==> src/rtl/dac_write_scheduler.sv <==
// Two-channel DAC write scheduler: per-channel holding registers, a tick-latched
// frame set, and a serializer handshake with an acknowledge timeout.
module dac_write_scheduler #(
    parameter int ACK_TIMEOUT = 15
) (
    input  logic        clk,
    input  logic        rst,
    input  logic        sample_tick,
    input  logic        ch0_valid,
    input  logic        ch1_valid,
    input  logic [11:0] ch0_data,
    input  logic [11:0] ch1_data,
    output logic        ch0_ready,
    output logic        ch1_ready,
    output logic [15:0] spi_word,
    output logic        spi_start,
    input  logic        spi_busy,
    output logic [7:0]  overrun_cnt,
    output logic        ack_err
);
    localparam int TW = (ACK_TIMEOUT < 2) ? 1 : $clog2(ACK_TIMEOUT);

    typedef enum logic [1:0] {IDLE, ISSUE, WAIT_ACK, WAIT_DONE} state_t;

    state_t           state_q;
    logic [1:0]       full_q, full_d;
    logic [1:0]       frame_q;
    logic [1:0][11:0] data_q;
    logic [1:0]       vld;
    logic [1:0][11:0] din;
    logic             armed_q;
    logic             sel_q;
    logic [TW-1:0]    tmr_q;
    logic [15:0]      word_q;
    logic             start_q;
    logic [7:0]       ovr_q;
    logic             err_q;
    logic             issue_go;

    assign vld       = {ch1_valid, ch0_valid};
    assign din       = {ch1_data, ch0_data};
    assign ch0_ready = ~full_q[0];
    assign ch1_ready = ~full_q[1];
    assign spi_word    = word_q;
    assign spi_start   = start_q;
    assign overrun_cnt = ovr_q;
    assign ack_err     = err_q;

    // ISSUE spends one cycle selecting the channel (armed_q), then fires once the serializer is idle
    assign issue_go = (state_q == ISSUE) && armed_q && !spi_busy;

    always_comb begin
        full_d = full_q;
        if (issue_go) full_d[sel_q] = 1'b0;
        for (int i = 0; i < 2; i++)
            if (vld[i] && !full_q[i]) full_d[i] = 1'b1;
    end

    always_ff @(posedge clk) begin
        if (rst) begin
            full_q <= '0;
            data_q <= '0;
        end else begin
            full_q <= full_d;
            for (int i = 0; i < 2; i++)
                if (vld[i] && !full_q[i]) data_q[i] <= din[i];
        end
    end

    always_ff @(posedge clk) begin
        if (rst) begin
            state_q <= IDLE;
            frame_q <= '0;
            armed_q <= 1'b0;
            sel_q   <= 1'b0;
            tmr_q   <= '0;
            word_q  <= '0;
            start_q <= 1'b0;
            ovr_q   <= '0;
            err_q   <= 1'b0;
        end else begin
            start_q <= 1'b0;
            if (sample_tick && state_q != IDLE && ovr_q != 8'hFF) ovr_q <= ovr_q + 8'd1;
            case (state_q)
                IDLE: if (sample_tick && |full_q) begin
                    frame_q <= full_q;
                    armed_q <= 1'b0;
                    state_q <= ISSUE;
                end
                ISSUE: if (!armed_q) begin
                    sel_q   <= ~frame_q[0];
                    armed_q <= 1'b1;
                end else if (!spi_busy) begin
                    word_q         <= {sel_q, 1'b0, 1'b1, 1'b1, data_q[sel_q]};
                    start_q        <= 1'b1;
                    frame_q[sel_q] <= 1'b0;
                    armed_q        <= 1'b0;
                    tmr_q          <= '0;
                    state_q        <= WAIT_ACK;
                end
                WAIT_ACK: if (spi_busy) begin
                    state_q <= WAIT_DONE;
                end else if (tmr_q == TW'(ACK_TIMEOUT - 1)) begin
                    err_q   <= 1'b1;
                    state_q <= WAIT_DONE;
                end else begin
                    tmr_q <= tmr_q + 1'b1;
                end
                WAIT_DONE: if (!spi_busy) state_q <= (|frame_q) ? ISSUE : IDLE;
                default: state_q <= IDLE;
            endcase
        end
    end
endmodule

==> config.mk <==
export PLATFORM = sky130hd
export DESIGN_NAME = dac_write_scheduler
export DESIGN_NICKNAME = d
export VERILOG_FILES = /design/src/rtl/dac_write_scheduler.sv
export SDC_FILE = /design/constraint.sdc
export NUM_CORES = 1
export LEC_CHECK = 0
export BUFFER_PORTS_ARGS = -buffer_cell sky130_fd_sc_hd__clkbuf_2
export CAP_MARGIN = 20
export CORE_MARGIN = 5
export CORE_UTILIZATION = 31
export CTS_BUF_LIST = sky130_fd_sc_hd__clkbuf_8
export DETAILED_ROUTE_END_ITERATION = 6
export GPL_TIMING_DRIVEN = 0
export PLACE_DENSITY = 0.53
export SLEW_MARGIN = 20
export SYNTH_ARGS = -nofsm -noshare
export SYNTH_HDL_FRONTEND = slang
export SYNTH_SLANG_ARGS = --single-unit
==> constraint.sdc <==
create_clock -name clk -period 2.4 [get_ports clk]
set_clock_uncertainty 0.15 [all_clocks]
set_input_delay 0 -clock clk [delete_from_list [all_inputs] [get_ports clk]]
set_output_delay 0 -clock clk [all_outputs]
set_load 0.1 [all_outputs]
* Word-level counts from Yosys, hierarchy flattened *
Cells that the tools add are included.

operators by class
  bitwise gates (word level) = 9
  reductions and logical operators = 27
  add/sub/neg operators = 2
  order comparisons = 2
  equality and inequality tests = 12
  mux-type cells = 29

operators with widths
  kind                                          count
  two-way mux 12 bit                            2
  two-way mux 2 bit                             10
  two-way mux 4 bit                             4
  inequality test 2 bit, second input constant  6
  AND reduction 5 bit                           2
  nonzero test 2 bit                            5
  adder 8 x 1 -> 8 bit, second input constant   1
  logical AND 1 bit                             8
  two-way mux 1 bit                             8
  inequality test 8 bit, second input constant  1
  one-hot mux 2 bit (4 select lines)            1
  one-hot mux 4 bit (2 select lines)            1
  NOT 1 bit                                     6
  AND reduction 3 bit                           2
  adder 4 x 1 -> 4 bit, second input constant   1
  AND 2 bit                                     2
  equality test 2 bit, second input constant    2
  equality test 4 bit, second input constant    1
  one-hot mux 2 bit (2 select lines)            1
  AND reduction 2 bit                           2
  AND reduction 4 bit                           1
  OR reduction 2 bit                            2
  logical NOT 1 bit                             3
  inequality test 3 bit, second input constant  1
  8 further kinds                               8

word-level totals
  register bits = 61
  logic and storage cells = 94
  output and inout port bits = 28
  bits of input ports = 30

* Depth between registers and ports, before layout *
  depth after elaboration = 9
  depth in mapped cells = 7
  gate-level depth less buffers = 6

* Worst setup path before layout *
OpenSTA, ideal clock, no wires.

  path type = register to register
  start point = register ovr_q[0] (netlist: overrun_cnt[0])
  end point = register ovr_q[1] (netlist: overrun_cnt[1])
  required time = 2122 ps
  clock period less this slack = 2273 ps
  cell stages (with the launch flop) = 6
  setup time = 128 ps
  slack = 127 ps
  data arrival time = 1995 ps
  path buffers = 0
  cell sequence = dfxtp_1 -> ha_1 -> nand3_1 -> o21bai_4 -> mux2i_1 -> nor2_1

between the ends
  longest elaborated chain between the ends = 2
  elaborated cells on any way between the ends = 3
  classes of those cells = add/sub: 1; eq/ne: 1; reduce/logical: 1

ends and longest elaborated chain
  element                                                                       RTL line  RTL
  start: declaration                                                            36        logic [7:0] ovr_q;
  start signal: assignment                                                      83        if (sample_tick && state_q != IDLE && ovr_q != 8'hFF) ovr_q <= ovr_q + 8'd1;
  parallel branches: the longest is 2 deep, another holds adder 8 x 1 -> 8 bit  -

Several ways; the timed one is not identified.
A chain may end at the register's enable or synchronous reset.

* Worst setup path after layout *
  start point = register full_q[1]
  end point = register data_q[12] (netlist name)

between the ends
  longest elaborated chain between the ends = 2

ends and longest elaborated chain
  element                         RTL line  RTL
  start: declaration              26        logic [1:0] full_q, full_d;
  start signal: assignment        64        full_q <= full_d;
  logical NOT 1 bit               66        if (vld[i] && !full_q[i]) data_q[i] <= din[i];
  logical AND 1 bit               66
  end signal: indexed assignment  66
  end: declaration                28        logic [1:0][11:0] data_q;

No other way between the ends.

==> run_results.csv <==
group,metric,value,unit
run_status,status,"finished clean",
power,power_frac_seq,0.400,
setup_path,max_stage_delay,560,ps
floorplanning,fp.dieW,102,µm
yosys,synth.distinct_cells,41,
cts,clkSinkCount,60,
yosys,synth-seq-cells,60,
placement,place_inst,469,
power,finalPower,2880,µW
power,sw_frac_of_total,0.346,
global_route,grt_pass1_wl,11100,µm
global_route,overflow,0,
timing,finalMaxSlewViolations,0,
route,avgViaCountPerCell,4.66,
global_route,grt_usage,0.136,
placement,hpwl,4830,µm
global_route,antenna_found_initial,0,
timing,max_slew_margin,0.629,
timing,fin_crit_sh,0.884,
setup_path,crit_slowest_cell,"dlygate4sd3_1",
finish,finalNonFillerCells,522,
setup_path,rr_startpoint,"full_q[1]",
setup_path,path_cells,"nor2b_1 > nand2_1 > dlygate4sd3_1 > a21oi_1 > dlygate4sd3_1",
finish,finalNetCount,450,
timing,setup_tns,0,ps
power,combinationalPowerShare,0.297,
setup_path,cp-start-kind,"register",
power,switchingPower,995,µW
yosys,synth_area_leader_cell,"dfxtp_1",
floorplanning,initial_core_util,0.318,
yosys,synthesis.nets,346,
power,intPower,1880,µW
setup_path,critical_path.most_common_cell,"dlygate4sd3_1",
hold_path,hp-class,"in2reg",
setup_path,critPathKind,"reg2reg",
power,power_density,801,nW/µm²
finish,n_antenna_cell,0,
route,drt_first_iter_violations,97,
setup_path,cp_max_fo,6,
hold_path,hold_start,"ch1_valid",
cts,cts.htree.levels,3,
timing,worst_pin_slew,559,ps
hold_path,hold_end,"data_q[20]",
yosys,synth_area_leaders,"dfxtp_1 (46%), nand2_1 (8.5%), a21oi_1 (6.1%)",
route,routed_wl,6600,µm
timing,fin_crit,2120,ps
setup_path,critPathTopFamily,"buffers and inverters",
power,power.leakage,0.00146,µW
setup_path,rrSetupSlack,280,ps
setup_path,reg2reg_to,"data_q[12]",
finish,syn_to_final_growth,37.3,%
yosys,synth-seq-area-share,0.459,
route,drc,0,
cts,cts.clk_slew.worst_paths,70,ps
cts,cts_tree,"yes",
cts,clockBufferDepth,2,
route,ant_nets,0,
floorplanning,die_y,102,µm
route,vias,2432,
power,vdd.ir_drop.worst,0.000335,V
cts,clk_root_buffer_cell,"clkbuf_8",
yosys,synth_cells,308,
placement,io_buffers,56,
floorplanning,io_pins,58,
hold_path,min_delay_path_depth,5,
route,firstDrtPassIters,4,
timing,hold_viol_final,0,
finish,fillCellCount,842,
cts,numCtsBuffers,9,
floorplanning,dieArea,10400,µm²
timing,setup_viol,0,
floorplanning,core_area,8220,µm²
floorplanning,rows,33,
power,pwr-share-clk,0.304,
run,cap_violations,0,
global_route,grt_pass1_vias,2399,
setup_path,crit_required,2520,ps
yosys,avgSynthCellArea,8.49,µm²
yosys,synth_top_area_frac,0.459,
finish,layout-drive-gt1-share,0.199,
route,post_drt_wl_per_cell,12.6,µm
setup_path,critPathBufInv,2,
yosys,syn_area,2620,µm²
timing,max_freq,471,MHz
global_route,grt_max_degree,12,
setup_path,cp.arrival,2240,ps
setup_path,worstSetupEndpointType,"register",
cts,clock_latency,330,ps
timing,rsz0062_at_grt,"false",
yosys,yosysWarningCount,0,
setup_path,reg2reg_depth,5,
cts,post_cts.repair.setup_buffers,0,
placement,gp_congestion,0.797,
flip-flops by register name, summed over array words and instances (netlist names):
register and cells:
frame_q 2, spi_start 1, spi_word 14, sel_q 1, overrun_cnt 8, data_q 24
full_q 2, ack_err 1, armed_q 1, tmr_q 4, state_q 2
layer usage:
layer  global-route usage  up-vias  wire length [µm]
met2                0.214       52              2990
met1                0.184     1102              3260
met3               0.0246       10               225
li1                     -     1268                 -
met5                    0        -                 0
met4               0.0585        0               113
layout make-up:
class / instances / area [µm²] / area share
Buffer: 18 / 85.1 / 0.0237
Clock buffer: 9 / 124 / 0.0345
Clock inverter: 7 / 68.8 / 0.0192
Inverter: 7 / 26.3 / 0.00732
Multi-Input combinational cell: 223 / 1300 / 0.363
Sequential cell: 60 / 1200 / 0.335
Tap cell: 105 / 131 / 0.0366
Timing Repair Buffer: 93 / 651 / 0.181
worst max-delay path by stage:
stage	startpoint	to	slack (ps)	cells past startpoint
CTS	full_q[0]	data_q[11]	280	5
finish	full_q[1]	data_q[12]	280	5
global placement	state_q[0]	overrun_cnt[5]	480	6
floorplan	overrun_cnt[0]	overrun_cnt[1]	130	5
global route	rst	data_q[8]	50	6
detailed placement	state_q[0]	overrun_cnt[5]	450	6
synthesized netlist by cell type, drive strengths merged:
cell type / number
dfxtp: 60
nand2: 59
a21oi: 32
nor2: 31
a211oi: 15
mux2i: 14
nand3: 11
buf: 10
clkbuf: 8
ha: 8
inv: 7
nor2b: 7
o21ai: 7
o21bai: 4
a31oi: 3
nand2b: 3
nor3: 3
or4: 3
xnor2: 3
and3: 2
nand4: 2
o31ai: 2
xor2: 2
a221oi: 1
a22oi: 1
a311oi: 1
and3b: 1
and4: 1
conb: 1
nand3b: 1
nor4: 1
nor4b: 1
o21a: 1
o41ai: 1
or3: 1
worst register-to-register path: stages (launching register included):
cell	delay [ps]
dfxtp_1	370
nor2b_1	230
nand2_1	70
dlygate4sd3_1	560
a21oi_1	120
dlygate4sd3_1	560
cell usage in the layout (no fill, tap or decap), types with 3 or more instances in the layout:
cell / n
a21oi_1: 32
buf_4: 3
inv_1: 8
dfxtp_1: 60
o21bai_1: 3
xnor2_1: 3
or4_1: 3
nor3_1: 3
clkbuf_2: 56
o21ai_0: 6
ha_1: 8
dlygate4sd3_1: 37
clkbuf_1: 8
nor2_1: 31
a211oi_1: 15
nand3_1: 11
nor2b_1: 7
nand2_1: 59
a31oi_1: 3
buf_2: 5
clkbuf_8: 9
mux2i_1: 14
stage by stage:
step                      hold slack, ps   util  instance area, µm²  setup slack (ps)
after floorplan                    -14.0      -                2620               127
after CTS                            139  0.437                3590               284
after global placement              73.9  0.368                3030               476
after global routing                 254  0.437                3590              49.8
after detailed placement            80.2  0.368                3030               451
final                                156  0.437                3590               278
timing repair:
item	in CTS	in global routing
resized for setup	0	0
hold buffers	37	0
endpoints found under the hold margin	33	0
power by group through the flow:
stage / registers [µW] / logic, µW / clock network [µW]
detailed placement: 1170 / 805 / 0
CTS: 1150 / 859 / 899
global placement: 1170 / 799 / 0
global route: 1160 / 953 / 938
floorplan: 1280 / 524 / 0
finish: 1150 / 853 / 873
logic make-up after synthesis:
family                   Yosys count  synth area share
other                              1           0.00143
adder cells (fa/ha/maj)            8            0.0383
flip-flops                        60             0.459
XOR/XNOR                           5            0.0167
buffers and inverters             25            0.0426
AO/OA/AOI/OAI                     68             0.164
multiplexers                      14            0.0536
AND/OR/NAND/NOR                  127             0.224
(Power assumes the default switching activity.)
